### src/rtl/pcie_tx_piso_if.sv
// Symbol handshake between the TX link layer (master) and the lane serializer (slave).
// s_data must stay stable from the first cycle s_valid is high until the transfer.
interface pcie_tx_piso_if #(
    parameter int DATA_W = 10
);
    logic [DATA_W-1:0] s_data;
    logic              s_valid;
    logic              s_ready;

    modport master (
        output s_data,
        output s_valid,
        input  s_ready
    );

    modport slave (
        input  s_data,
        input  s_valid,
        output s_ready
    );
endinterface

### src/rtl/pcie_tx_piso.sv
// Transmit lane serializer: shifts pre-encoded symbols out LSB first. While the link
// is up the lane never goes quiet: it sends idle filler and periodic SKP ordered sets.
module pcie_tx_piso #(
    parameter int                DATA_W       = 10,
    parameter int                SKP_INTERVAL = 1180,
    parameter logic [DATA_W-1:0] COM_SYM      = 10'h17C,
    parameter logic [DATA_W-1:0] SKP_SYM      = 10'h0BC,
    parameter logic [DATA_W-1:0] IDL_SYM      = 10'h0B9
) (
    input  logic                 clk,
    input  logic                 reset,
    input  logic                 link_up,
    pcie_tx_piso_if.slave        s_if,
    output logic                 tx_serial,
    output logic                 tx_elec_idle,
    output logic                 tx_sym_start,
    output logic                 skp_active
);

    localparam int CNT_W = (DATA_W > 1) ? $clog2(DATA_W) : 1;
    localparam int SYM_W = (SKP_INTERVAL > 0) ? $clog2(SKP_INTERVAL + 1) : 1;
    localparam logic [CNT_W-1:0] BIT_LAST  = CNT_W'(DATA_W - 1);
    localparam logic [SYM_W-1:0] SYM_LIMIT = SYM_W'(SKP_INTERVAL);
    localparam bit               SKP_EN    = (SKP_INTERVAL != 0);

    typedef enum logic {
        IDLE   = 1'b0,
        ACTIVE = 1'b1
    } state_t;

    state_t            state_q,      state_d;
    logic [DATA_W-1:0] shift_q,      shift_d;
    logic [CNT_W-1:0]  bit_cnt_q,    bit_cnt_d;
    logic [DATA_W-1:0] hold_q,       hold_d;
    logic              hold_valid_q, hold_valid_d;
    logic [SYM_W-1:0]  sym_cnt_q,    sym_cnt_d;
    logic [1:0]        skp_rem_q,    skp_rem_d;
    logic              skp_active_q, skp_active_d;

    logic [DATA_W-1:0] bnd_sym;
    logic              bnd_hold_valid;
    logic [SYM_W-1:0]  bnd_sym_cnt;
    logic [1:0]        bnd_skp_rem;
    logic              bnd_skp_active;

    logic              s_ready_int;
    logic              xfer;

    assign s_ready_int = link_up && (state_q == ACTIVE) && !hold_valid_q;
    assign s_if.s_ready = s_ready_int;
    assign xfer = s_if.s_valid && s_ready_int;

    // Symbol chosen at a boundary: finish a SKP set, start one when due, else data, else idle.
    always_comb begin
        bnd_sym        = IDL_SYM;
        bnd_hold_valid = hold_valid_q;
        bnd_sym_cnt    = sym_cnt_q;
        bnd_skp_rem    = skp_rem_q;
        bnd_skp_active = 1'b0;
        if (skp_rem_q != 2'd0) begin
            bnd_sym        = SKP_SYM;
            bnd_skp_rem    = skp_rem_q - 2'd1;
            bnd_skp_active = 1'b1;
        end else if (SKP_EN && (sym_cnt_q == SYM_LIMIT)) begin
            bnd_sym        = COM_SYM;
            bnd_skp_rem    = 2'd3;
            bnd_sym_cnt    = '0;
            bnd_skp_active = 1'b1;
        end else begin
            if (hold_valid_q) begin
                bnd_sym        = hold_q;
                bnd_hold_valid = 1'b0;
            end
            if (SKP_EN) begin
                bnd_sym_cnt = sym_cnt_q + SYM_W'(1);
            end
        end
    end

    always_comb begin
        state_d      = state_q;
        shift_d      = shift_q;
        bit_cnt_d    = bit_cnt_q;
        hold_d       = hold_q;
        hold_valid_d = hold_valid_q;
        sym_cnt_d    = sym_cnt_q;
        skp_rem_d    = skp_rem_q;
        skp_active_d = skp_active_q;
        case (state_q)
            IDLE: begin
                if (link_up) begin
                    state_d      = ACTIVE;
                    shift_d      = bnd_sym;
                    hold_valid_d = bnd_hold_valid;
                    sym_cnt_d    = bnd_sym_cnt;
                    skp_rem_d    = bnd_skp_rem;
                    skp_active_d = bnd_skp_active;
                    bit_cnt_d    = '0;
                end
            end
            ACTIVE: begin
                if (!link_up) begin
                    // Dropping the link abandons everything, including a pending symbol.
                    state_d      = IDLE;
                    shift_d      = '0;
                    bit_cnt_d    = '0;
                    hold_valid_d = 1'b0;
                    sym_cnt_d    = '0;
                    skp_rem_d    = 2'd0;
                    skp_active_d = 1'b0;
                end else begin
                    if (bit_cnt_q != BIT_LAST) begin
                        shift_d   = {1'b0, shift_q[DATA_W-1:1]};
                        bit_cnt_d = bit_cnt_q + CNT_W'(1);
                    end else begin
                        shift_d      = bnd_sym;
                        hold_valid_d = bnd_hold_valid;
                        sym_cnt_d    = bnd_sym_cnt;
                        skp_rem_d    = bnd_skp_rem;
                        skp_active_d = bnd_skp_active;
                        bit_cnt_d    = '0;
                    end
                    // A transfer only happens with the holder empty, so it never races the load.
                    if (xfer) begin
                        hold_d       = s_if.s_data;
                        hold_valid_d = 1'b1;
                    end
                end
            end
            default: begin
                state_d = IDLE;
            end
        endcase
    end

    always_ff @(posedge clk or posedge reset) begin
        if (reset) begin
            state_q      <= IDLE;
            shift_q      <= '0;
            bit_cnt_q    <= '0;
            hold_q       <= '0;
            hold_valid_q <= 1'b0;
            sym_cnt_q    <= '0;
            skp_rem_q    <= 2'd0;
            skp_active_q <= 1'b0;
        end else begin
            state_q      <= state_d;
            shift_q      <= shift_d;
            bit_cnt_q    <= bit_cnt_d;
            hold_q       <= hold_d;
            hold_valid_q <= hold_valid_d;
            sym_cnt_q    <= sym_cnt_d;
            skp_rem_q    <= skp_rem_d;
            skp_active_q <= skp_active_d;
        end
    end

    always_comb begin
        tx_serial    = 1'b0;
        tx_elec_idle = 1'b1;
        tx_sym_start = 1'b0;
        if (state_q == ACTIVE) begin
            tx_serial    = shift_q[0];
            tx_elec_idle = 1'b0;
            tx_sym_start = (bit_cnt_q == '0);
        end
    end

    assign skp_active = skp_active_q;

endmodule
### src/flat_wrapper.sv
// flat-port wrapper written by rule: the top's interface ports become plain ports
module pcie_tx_piso_flat 
#(
    parameter int                DATA_W       = 10,
    parameter int                SKP_INTERVAL = 1180,
    parameter logic [DATA_W-1:0] COM_SYM      = 10'h17C,
    parameter logic [DATA_W-1:0] SKP_SYM      = 10'h0BC,
    parameter logic [DATA_W-1:0] IDL_SYM      = 10'h0B9
)
  (clk, reset, link_up, tx_serial, tx_elec_idle, tx_sym_start, skp_active, s_if_s_data, s_if_s_valid, s_if_s_ready);
  pcie_tx_piso_if #(.DATA_W(DATA_W)) s_if_i ();
  input  logic clk;
  input  logic reset;
  input  logic link_up;
  output logic tx_serial;
  output logic tx_elec_idle;
  output logic tx_sym_start;
  output logic skp_active;
  input wire logic [$bits(s_if_i.s_data)-1:0] s_if_s_data;
  input wire logic [$bits(s_if_i.s_valid)-1:0] s_if_s_valid;
  output wire logic [$bits(s_if_i.s_ready)-1:0] s_if_s_ready;
  assign s_if_i.s_data = s_if_s_data;
  assign s_if_i.s_valid = s_if_s_valid;
  assign s_if_s_ready = s_if_i.s_ready;
  pcie_tx_piso #(.DATA_W(DATA_W), .SKP_INTERVAL(SKP_INTERVAL), .COM_SYM(COM_SYM), .SKP_SYM(SKP_SYM), .IDL_SYM(IDL_SYM)) u_core (.clk(clk), .reset(reset), .link_up(link_up), .s_if(s_if_i), .tx_serial(tx_serial), .tx_elec_idle(tx_elec_idle), .tx_sym_start(tx_sym_start), .skp_active(skp_active));
endmodule
### config.mk
export PLATFORM = sky130hd
export DESIGN_NAME = pcie_tx_piso_flat
export DESIGN_NICKNAME = d
export VERILOG_FILES = /design/src/rtl/pcie_tx_piso_if.sv /design/src/rtl/pcie_tx_piso.sv /design/src/flat_wrapper.sv
export SDC_FILE = /design/constraint.sdc
export NUM_CORES = 1
export LEC_CHECK = 0
export BUFFER_PORTS_ARGS = -buffer_cell sky130_fd_sc_hd__buf_2
export CORE_MARGIN = 1
export CORE_UTILIZATION = 40
export DETAILED_ROUTE_END_ITERATION = 8
export PLACE_DENSITY = 0.57
export SLEW_MARGIN = 20
export SYNTH_ARGS = -nofsm -noshare
export SYNTH_HDL_FRONTEND = slang
export SYNTH_SLANG_ARGS = --single-unit
### constraint.sdc
create_clock -name clk -period 2.25 [get_ports clk]
set_clock_uncertainty 0.15 [all_clocks]
set_input_delay 0.45 -clock clk [delete_from_list [all_inputs] [get_ports clk]]
set_output_delay 0.45 -clock clk [all_outputs]
set_load 0.005 [all_outputs]
; Yosys cells after proc, flatten, opt, wreduce, memory -nomap -nowiden
; Cells that the tools add are included.
[word_totals]
in_bits = 14
elab_cells = 66
register_bits = 40
[op_classes]
n_eq_ne = 5
reduce_logical = 9
n_addsub = 3
bitwise_logic = 1
mux = 40
[ops]
columns = operator, count
row1 = 10-bit two-way mux, 6
row2 = 11-bit two-way mux, 5
row3 = 11-bit one-hot mux with 2 select lines, 1
row4 = 10-bit one-hot mux with 2 select lines, 1
row5 = 1-bit two-way mux, 15
row6 = 4-bit two-way mux, 3
row7 = "11-bit by 1-bit adder with 11-bit output, second input constant", 1
row8 = "11-bit == test, second input constant", 1
row9 = 2-bit two-way mux, 5
row10 = "4-bit != test, second input constant", 2
row11 = 4-bit one-hot mux with 2 select lines, 1
row12 = "4-bit by 1-bit adder with 4-bit output, second input constant", 1
row13 = 4-bit zero test, 1
row14 = 1-bit one-hot mux with 2 select lines, 2
row15 = 2-bit one-hot mux with 2 select lines, 1
row16 = 2-bit AND reduction, 2
row17 = 1-bit logical AND, 3
row18 = "3-bit != test, second input constant", 1
row19 = 3-bit AND reduction, 1
row20 = "2-bit != test, second input constant", 1
row21 = 2-bit nonzero test, 1
row22 = "2-bit by 1-bit subtractor with 2-bit output, second input constant", 1
row23 = 1-bit zero test, 1
row24 = 1-bit NOT, 1

; Logic depth before layout (Yosys ltp)
; Gate-level depths: netlist (run 1).
[depth]
ltp_word = 7
ltp_mapped = 8

; Least setup slack after synthesis (run 1)
; OpenSTA, ideal clock, no wires.
[synth_timing]
kind = reg-to-reg
from = register u_core.bit_cnt_q[0]
to = register u_core.skp_rem_q[1]
synth_period_minus_slack_ns = 1.778
arrival_time_ns = 1.495
stages_incl_launch_ff = 8
setup_slack_ns = 0.472
path_buffers = 2
setup_time_ns = 0.133
cell_sequence = dfrtp_1 ha_1 and3b_1 buf_6 o21a_1 buf_2 a21oi_1 o32ai_1
[synth_via]
elab_chain_cells = 3
[synth_lines]
columns = element, line_no
row1 = "start, declared", pcie_tx_piso.sv:33  ; logic [CNT_W-1:0] bit_cnt_q, bit_cnt_d;
row2 = "start signal, assigned", pcie_tx_piso.sv:149  ; bit_cnt_q <= bit_cnt_d;
row3 = 4-bit != test, pcie_tx_piso.sv:112  ; if (bit_cnt_q != BIT_LAST) begin
row4 = 3-bit != test (no line), -
row5 = 2-bit AND reduction (no line), -
row6 = "end signal, assigned", pcie_tx_piso.sv:153  ; skp_rem_q <= skp_rem_d;
row7 = "end, declared", pcie_tx_piso.sv:37  ; logic [1:0] skp_rem_q, skp_rem_d;
; No other way between the ends.
; A chain may end at the register's enable or synchronous reset.

; Worst setup path after layout (run 1)
[layout_timing]
from = register u_core.sym_cnt_q[5]
to = register u_core.sym_cnt_q[3]
[layout_via]
elab_chain_cells = 6
[layout_lines]
columns = element, line_no
row1 = "start, declared", pcie_tx_piso.sv:36  ; logic [SYM_W-1:0] sym_cnt_q, sym_cnt_d;
row2 = "start signal, assigned", pcie_tx_piso.sv:152  ; sym_cnt_q <= sym_cnt_d;
row3 = 11-bit == test (*), pcie_tx_piso.sv:64  ; end else if (SKP_EN && (sym_cnt_q == SYM_LIMIT)) begin
row4 = 11-bit two-way mux (*), pcie_tx_piso.sv:64
row5 = 11-bit two-way mux (*), pcie_tx_piso.sv:60  ; if (skp_rem_q != 2'd0) begin
row6 = 11-bit two-way mux, pcie_tx_piso.sv:112
row7 = 11-bit two-way mux, pcie_tx_piso.sv:102  ; if (!link_up) begin
row8 = 11-bit one-hot mux with 2 select lines (*), pcie_tx_piso.sv:89  ; case (state_q)
; Every way passes the cells marked *; elsewhere a longest branch is shown, timed or not. The select of a mux whose other input is x is not followed.

==> results of run 1 <==
## metrics by stage
step / hold WS (ps) / power [mW] / cells / area (sq um)
detailed placement: 320 / 1.11 / 299 / 2340
finish: 113 / 1.79 / 306 / 2470
global placement: 319 / 1.10 / 299 / 2340
global route: 179 / 1.88 / 306 / 2470
floorplan: 300 / 1.03 / 215 / 2200
CTS: 134 / 1.81 / 306 / 2470
## worst max-delay path, stage by stage, from the launching register on
cell	delay (ps)
dfrtp_1	480
nor4b_2	430
nand4_2	450
a41oi_1	360
a31oi_1	60
## cells in the mapped netlist, drive strengths merged
| cell | instances |
|---|---|
| a21o | 1 |
| a21oi | 10 |
| a221o | 1 |
| a22oi | 4 |
| a31oi | 11 |
| a32oi | 1 |
| a41o | 1 |
| a41oi | 2 |
| and2 | 4 |
| and3 | 2 |
| and3b | 2 |
| and4 | 1 |
| and4bb | 1 |
| buf | 9 |
| clkbuf | 4 |
| dfrtp | 40 |
| ha | 5 |
| inv | 11 |
| mux2 | 11 |
| mux2i | 1 |
| nand2 | 19 |
| nand2b | 2 |
| nand3 | 13 |
| nand3b | 3 |
| nand4 | 7 |
| nand4b | 1 |
| nor2 | 9 |
| nor3 | 3 |
| nor3b | 2 |
| nor4b | 2 |
| o211ai | 4 |
| o21a | 2 |
| o21ai | 15 |
| o22ai | 3 |
| o31ai | 2 |
| o32ai | 1 |
| or2 | 2 |
| or3 | 1 |
| or4b | 2 |
## path summary, 6_finish.rpt
| check | cells past startpoint | start | to | slack, ps |
|---|---|---|---|---|
| worst max-delay path | 4 | u_core.sym_cnt_q[5] | u_core.sym_cnt_q[3] | 200 |
| worst min-delay path | 3 | reset | u_core.hold_q[3] | 110 |
| worst max register to register | 4 | u_core.sym_cnt_q[5] | u_core.sym_cnt_q[3] | 200 |
| worst min register to register | 2 | u_core.skp_active | u_core.skp_active | 330 |
| max in group asynchronous | 3 | reset | u_core.skp_rem_q[1] | 1470 |
| min in group clk | 2 | s_if_s_data[5] | u_core.hold_q[5] | 220 |
## cell families after synthesis
| logic type | count (synthesis) | share of synthesized area |
|---|---|---|
| compound gates | 58 | 0.180 |
| mux | 12 | 0.0607 |
| fa+ha+maj | 5 | 0.0284 |
| simple gates | 76 | 0.209 |
| buf+inv | 24 | 0.0675 |
| flops | 40 | 0.454 |
## per-layer routing
metal  vias to the layer above  part of all wire
li1                        840                 -
met1                       811              0.51
met2                        24              0.44
met3                         5             0.029
met4                         0             0.014
met5                         -                 0
## cell type report
type                    instances  area share
clock buffers                   5      0.0278
clock inverters                 2      0.0243
inverters                      11      0.0167
multi-input cells             151       0.427
flip-flops and latches         40       0.405
well taps                      70      0.0354
repair buffers                 27      0.0638
## sequential cells by signal, summed over array words and instances, names as in the netlist
| name | flops |
|---|---|
| u_core.bit_cnt_q | 4 |
| u_core.shift_q | 10 |
| u_core.sym_cnt_q | 11 |
| u_core.skp_rem_q | 2 |
| u_core.state_q | 1 |
| u_core.skp_active | 1 |
| u_core.hold_valid_q | 1 |
| u_core.hold_q | 10 |
## power breakdown
group | internal [mW] | switching [mW]
clock | 0.437 | 0.258
sequential | 0.801 | 0.0673
combinational | 0.113 | 0.113
total | 1.35 | 0.438
==> key figures, run 1 <==
Timing
  – Slew Viols, Final: 0
  – Peak Freq: 489 MHz
  – Setup TNS Final: 0 ps
  – Worst-Margin Slew: 524 ps
  – Final hold vios: 0
  – Slew HR: 0.651
  – Fin crit period: 2050 ps
  – Final setup violating endpoints: 0
  – Final setup margin: 203 ps
  – RSZ-0062 raised after global routing: false
  – Period utilization: 0.910

Clock tree
  – Setup bufs post-CTS: 0
  – CTS tree: built
  – CTS buffer count: 5
  – Htree depth: 2
  – Post-cts sizing count: 0
  – Worst-skew pair later-pin latency: 300 ps
  – CTS Root Cell: clkbuf_8
  – Cts hold-fix bufs: 0
  – Clk sinks: 40
  – Reg clk slew, reported paths: 80 ps
  – Clock tree buffer depth: 2

Yosys
  – Syn_nets: 234
  – Synth Warn #: 0
  – Area leader, netlist: dfrtp_1
  – Avg Inst Size Synth: 10.3 sq um
  – Mapped Area: 2200 sq um
  – Synthesized instance count: 215
  – Seq/Total Area, Yosys: 0.454
  – Synthesized flop and latch total: 40
  – Synth top area share: 0.454
  – Count of different cell masters after synthesis: 53
  – Synth top area cells: dfrtp_1 (45%), mux2_2 (5.6%), nand2_1 (3.2%)

Final layout
  – Area grow syn2layout: 12.1%
  – Most frequent cells in the layout: dfrtp_1 (40), nand2_1 (19), buf_2 (18)
  – Area occupied by multi-input gates: 1050 sq um
  – Number of fill cells: 513
  – Nets: 255
  – Share of layout cells above drive strength 1: 0.254
  – Commonest non-fill, non-tap cell in the layout: dfrtp_1
  – Core Util, Final: 0.475
  – Diodes inserted: 0
  – Register area: 1000 sq um

Power
  – Pwr Density: 724 nW/um^2
  – Worst vdd ir: 0.438 mV
  – Leakage dissipation: 1.09 nW

Outcome
  – Status: completed

Routing
  – Detailed Route WL: 4600 um
  – Via density: 5.49
  – Total iterations of the first detailed-routing run: 4
  – DRT iter0 DRCs: 70
  – WL/cell: 15.0 um
  – Routed Antenna Nets: 0
  – Number of remaining DRC errors: 0
  – Via count: 1,680

GRT
  – GRT Resource Usage Total: 0.177
  – First-pass GRT wire length: 7980 um
  – Largest net degree at the start of global routing: 41
  – Initial antenna violation count: 0
  – Remaining Overflow, GRT: 0
  – GRT met2 Usage: 0.262
  – M3 GR Usage: 0.0407
  – Global Route met1 Usage: 0.251
  – GRT busiest layer: met2
  – Vias in the first global route: 1,586

Worst setup path
  – Crit path capture type: register
  – CP Class: reg2reg
  – Crit Path Max Fanout: 16
  – CP startpoint kind: register
  – Critical Path RT: 2270 ps
  – Critical Path AT: 2070 ps

Placement
  – DPL Wire Length: 3230 um
  – IO Port Bufs: 18
  – Placer Congestion: 0.757
  – Worst slack, placed: 219 ps

Floorplanning
  – Total die area: 5810 sq um
  – Number of core rows: 26
  – Initial Util: 0.424
  – IO Count: 19
  – Core area: 5200 sq um
  – Die height: 76.2 um
  – Die Wd: 76.2 um

Worst hold path
  – Hold Path Class: in2async

Run
  – Max cap viols: 0
Note: power is estimated with default switching activity, not from simulation.
==> run 2, diff against run 1 <==
- CORE_UTILIZATION: 40 -> 59
- PLACE_DENSITY: 0.57 -> 0.79
==> run 2 against run 1 <==
  * Sequential share of layout area grew 1.2 points
  * Cell area fell by 2.9%
  * Critical path depth grew 2
  * Register-to-register slack barely moved
  * Via count increased by 4.5%
  * Global-route usage is 7.7 points higher
  * Flip-flop and latch count did not move
  * Cell count decreased by 9.2%
  * Power fell by 5.6%
  * Largest cell class unchanged
  * Clock-buffer cell count unchanged
==> key figures, run 2 (synthesized netlist as in run 1, its figures left out) <==
Clock tree
  – CTS tree: built
  – Reg clk slew, reported paths: 80 ps (about the same)
  – Cts hold-fix bufs: 0 (unchanged)
  – Setup bufs post-CTS: 0 (unchanged)
  – Clock tree buffer depth: 2 (unchanged)
  – CTS Root Cell: clkbuf_8
  – Clk sinks: 40 (unchanged)
  – Worst-skew pair later-pin latency: 280 ps (-20 ps)
  – CTS buffer count: 5 (unchanged)
  – Htree depth: 2 (unchanged)

Floorplanning
  – Number of core rows: 21 (-19%)
  – Die Wd: 63.1 um (-17%)
  – Die height: 63.1 um (-17%)
  – Core area: 3470 sq um (-33%)
  – IO Count: 19 (unchanged)
  – Total die area: 3990 sq um (-31%)
  – Initial Util: 0.636 (+0.212)

Timing
  – Slew Viols, Final: 0 (unchanged)
  – Final setup margin: 204 ps (+0.885 ps)
  – Setup TNS Final: 0 ps (unchanged)
  – Slew HR: 0.426 (-0.224)
  – RSZ-0062 raised after global routing: false
  – Final hold vios: 0 (unchanged)
  – Worst-Margin Slew: 857 ps (+333 ps)
  – Fin crit period: 2050 ps (-0.885 ps)
  – Peak Freq: 489 MHz (about the same)
  – Period utilization: 0.909 (about the same)
  – Final setup violating endpoints: 0 (unchanged)

Power
  – Net Sw Power: 0.446 mW (+1.8%)
  – Sequential share of power: 0.518 (+0.033)
  – Pwr Density: 704 nW/um^2 (-2.7%)
  – Comb power frac: 0.133 (+0.007)
  – Int Pwr: 1.24 mW (-8.0%)
  – Leakage dissipation: 1.04 nW (-4.6%)
  – Clock power frac: 0.349 (-0.039)
  – Switching share of power: 0.264 (+0.0192)
  – Worst vdd ir: 0.651 mV (+49%)

Routing
  – WL/cell: 16.8 um (+12%)
  – Routed Antenna Nets: 0 (unchanged)
  – DRT iter0 DRCs: 183 (+160%)
  – Total iterations of the first detailed-routing run: 4 (unchanged)
  – Via density: 6.31 (+15%)
  – Detailed Route WL: 4670 um (+1.4%)
  – Via count: 1,755 (+4.5%)
  – Number of remaining DRC errors: 0 (unchanged)

GRT
  – Remaining Overflow, GRT: 0 (unchanged)
  – GRT Resource Usage Total: 0.253 (+0.0769)
  – Vias in the first global route: 1,694 (+6.8%)
  – Largest net degree at the start of global routing: 41 (unchanged)
  – First-pass GRT wire length: 7850 um (-1.6%)
  – Initial antenna violation count: 0 (unchanged)

Worst setup path
  – CP Class: reg2reg
  – Critical Path RT: 2320 ps (+50 ps)
  – Crit path buf inv count: 1 (+1)
  – Critical Path AT: 2120 ps (+50 ps)
  – CP Cell Sequence: inv_1 > ha_1 > and3b_1 > o21ai_1 > or4b_1 > nand3_1
  – Worst stage delay on the critical path: 540 ps (+60 ps)
  – CP startpoint kind: register
  – R2R setup slack: 200 ps (about the same)
  – Crit path capture type: register
  – Critical path's slowest cell: or4b_1
  – Delay-heaviest family, CP: simple AND/OR/NAND/NOR gates
  – Crit Path Max Fanout: 6 (-10)

Final layout
  – Biggest regs: u_core.sym_cnt_q x11, u_core.hold_q x10, u_core.shift_q x10
  – Share of layout cells above drive strength 1: 0.241 (-0.0129)
  – Diodes inserted: 0 (unchanged)
  – Area occupied by multi-input gates: 1060 sq um (+0.83%)
  – Most frequent cells in the layout: dfrtp_1 (40), nand2_1 (19), buf_2 (18)
  – Commonest non-fill, non-tap cell in the layout: dfrtp_1
  – Number of fill cells: 275 (-46%)
  – Register area: 1000 sq um (unchanged)
  – Nets: 250 (-2.0%)
  – Max FFs per register: 11 (unchanged)
  – Final non-filler cell total: 278 (-9.2%)
  – Largest Register: u_core.sym_cnt_q
  – Area grow syn2layout: 8.85%

Placement
  – Placer Congestion: 0.777 (+2.6%)
  – Worst slack, placed: 189 ps (-30.4 ps)
  – IO Port Bufs: 18 (unchanged)
  – Dpl cells: 270 (-9.7%)
  – DPL Wire Length: 3310 um (+2.4%)

Run
  – Max cap viols: 0 (unchanged)

Outcome
  – Status: completed

Worst hold path
  – Hold Path Class: in2async
[run 2: cell types whose count changed in the layout (fill, tap and decap cells not counted)]
| cell | previous run | this run |
|---|---|---|
| buf_4 | 9 | 4 |
| nand4_4 | 0 | 1 |
| bufinv_16 | 2 | 1 |
| clkinv_4 | 0 | 2 |
| nand4_2 | 2 | 1 |
[run 2: path summary, 6_finish.rpt]
check,endpoint,depth (start not counted),startpoint
max,u_core.sym_cnt_q[7],6,u_core.bit_cnt_q[1]
min,u_core.sym_cnt_q[7],3,reset
max reg2reg,u_core.sym_cnt_q[7],6,u_core.bit_cnt_q[1]
min reg2reg,u_core.skp_active,2,u_core.skp_active
max in group asynchronous,u_core.shift_q[5],3,reset
min in group clk,u_core.state_q,1,link_up
[run 2: final cells by class]
type / count / share of cell area
Sequential cell: 40 / 0.417
Clock buffer: 5 / 0.0287
Tap cell: 46 / 0.0240
Clock inverter: 3 / 0.0198
Timing Repair Buffer: 22 / 0.0501
Multi-Input combinational cell: 151 / 0.443
Inverter: 11 / 0.0172
[run 2: power by group through the flow]
stage	sequential, mW	combinational (mW)	clock (mW)
after floorplan	0.857	0.176	0
after global placement	0.876	0.212	0
after detailed placement	0.886	0.226	0
after CTS	0.872	0.227	0.600
after global routing	0.885	0.253	0.632
final	0.875	0.225	0.589
[run 2: worst min-delay path, stage by stage]
cell and delay, ps:
buf_2 90, inv_1 40, buf_4 430
[run 2: timing repair]
item / in CTS / in global routing
resized for setup: 0 / 1
setup endpoints to repair: 0 / 1
endpoints found under the hold margin: 0 / 0
[run 2: through the flow]
| stage | power [mW] | cell area [sq um] | hold slack (ps) | util |
|---|---|---|---|---|
| after global placement | 1.09 | 2270 | 310 | 0.656 |
| after CTS | 1.70 | 2390 | 145 | 0.689 |
| after detailed placement | 1.11 | 2270 | 335 | 0.656 |
| after global routing | 1.77 | 2400 | 175 | 0.692 |
| final | 1.69 | 2400 | 129 | 0.692 |
| after floorplan | 1.03 | 2200 | 300 | - |
[run 2: per-layer routing]
| metal | track usage | vias up | wire, um |
|---|---|---|---|
| met5 | 0 | - | 0 |
| met4 | 0.0610 | 0 | 43 |
| met3 | 0.0507 | 6 | 222 |
| met2 | 0.410 | 65 | 2320 |
| met1 | 0.349 | 860 | 2090 |
| li1 | - | 824 | - |
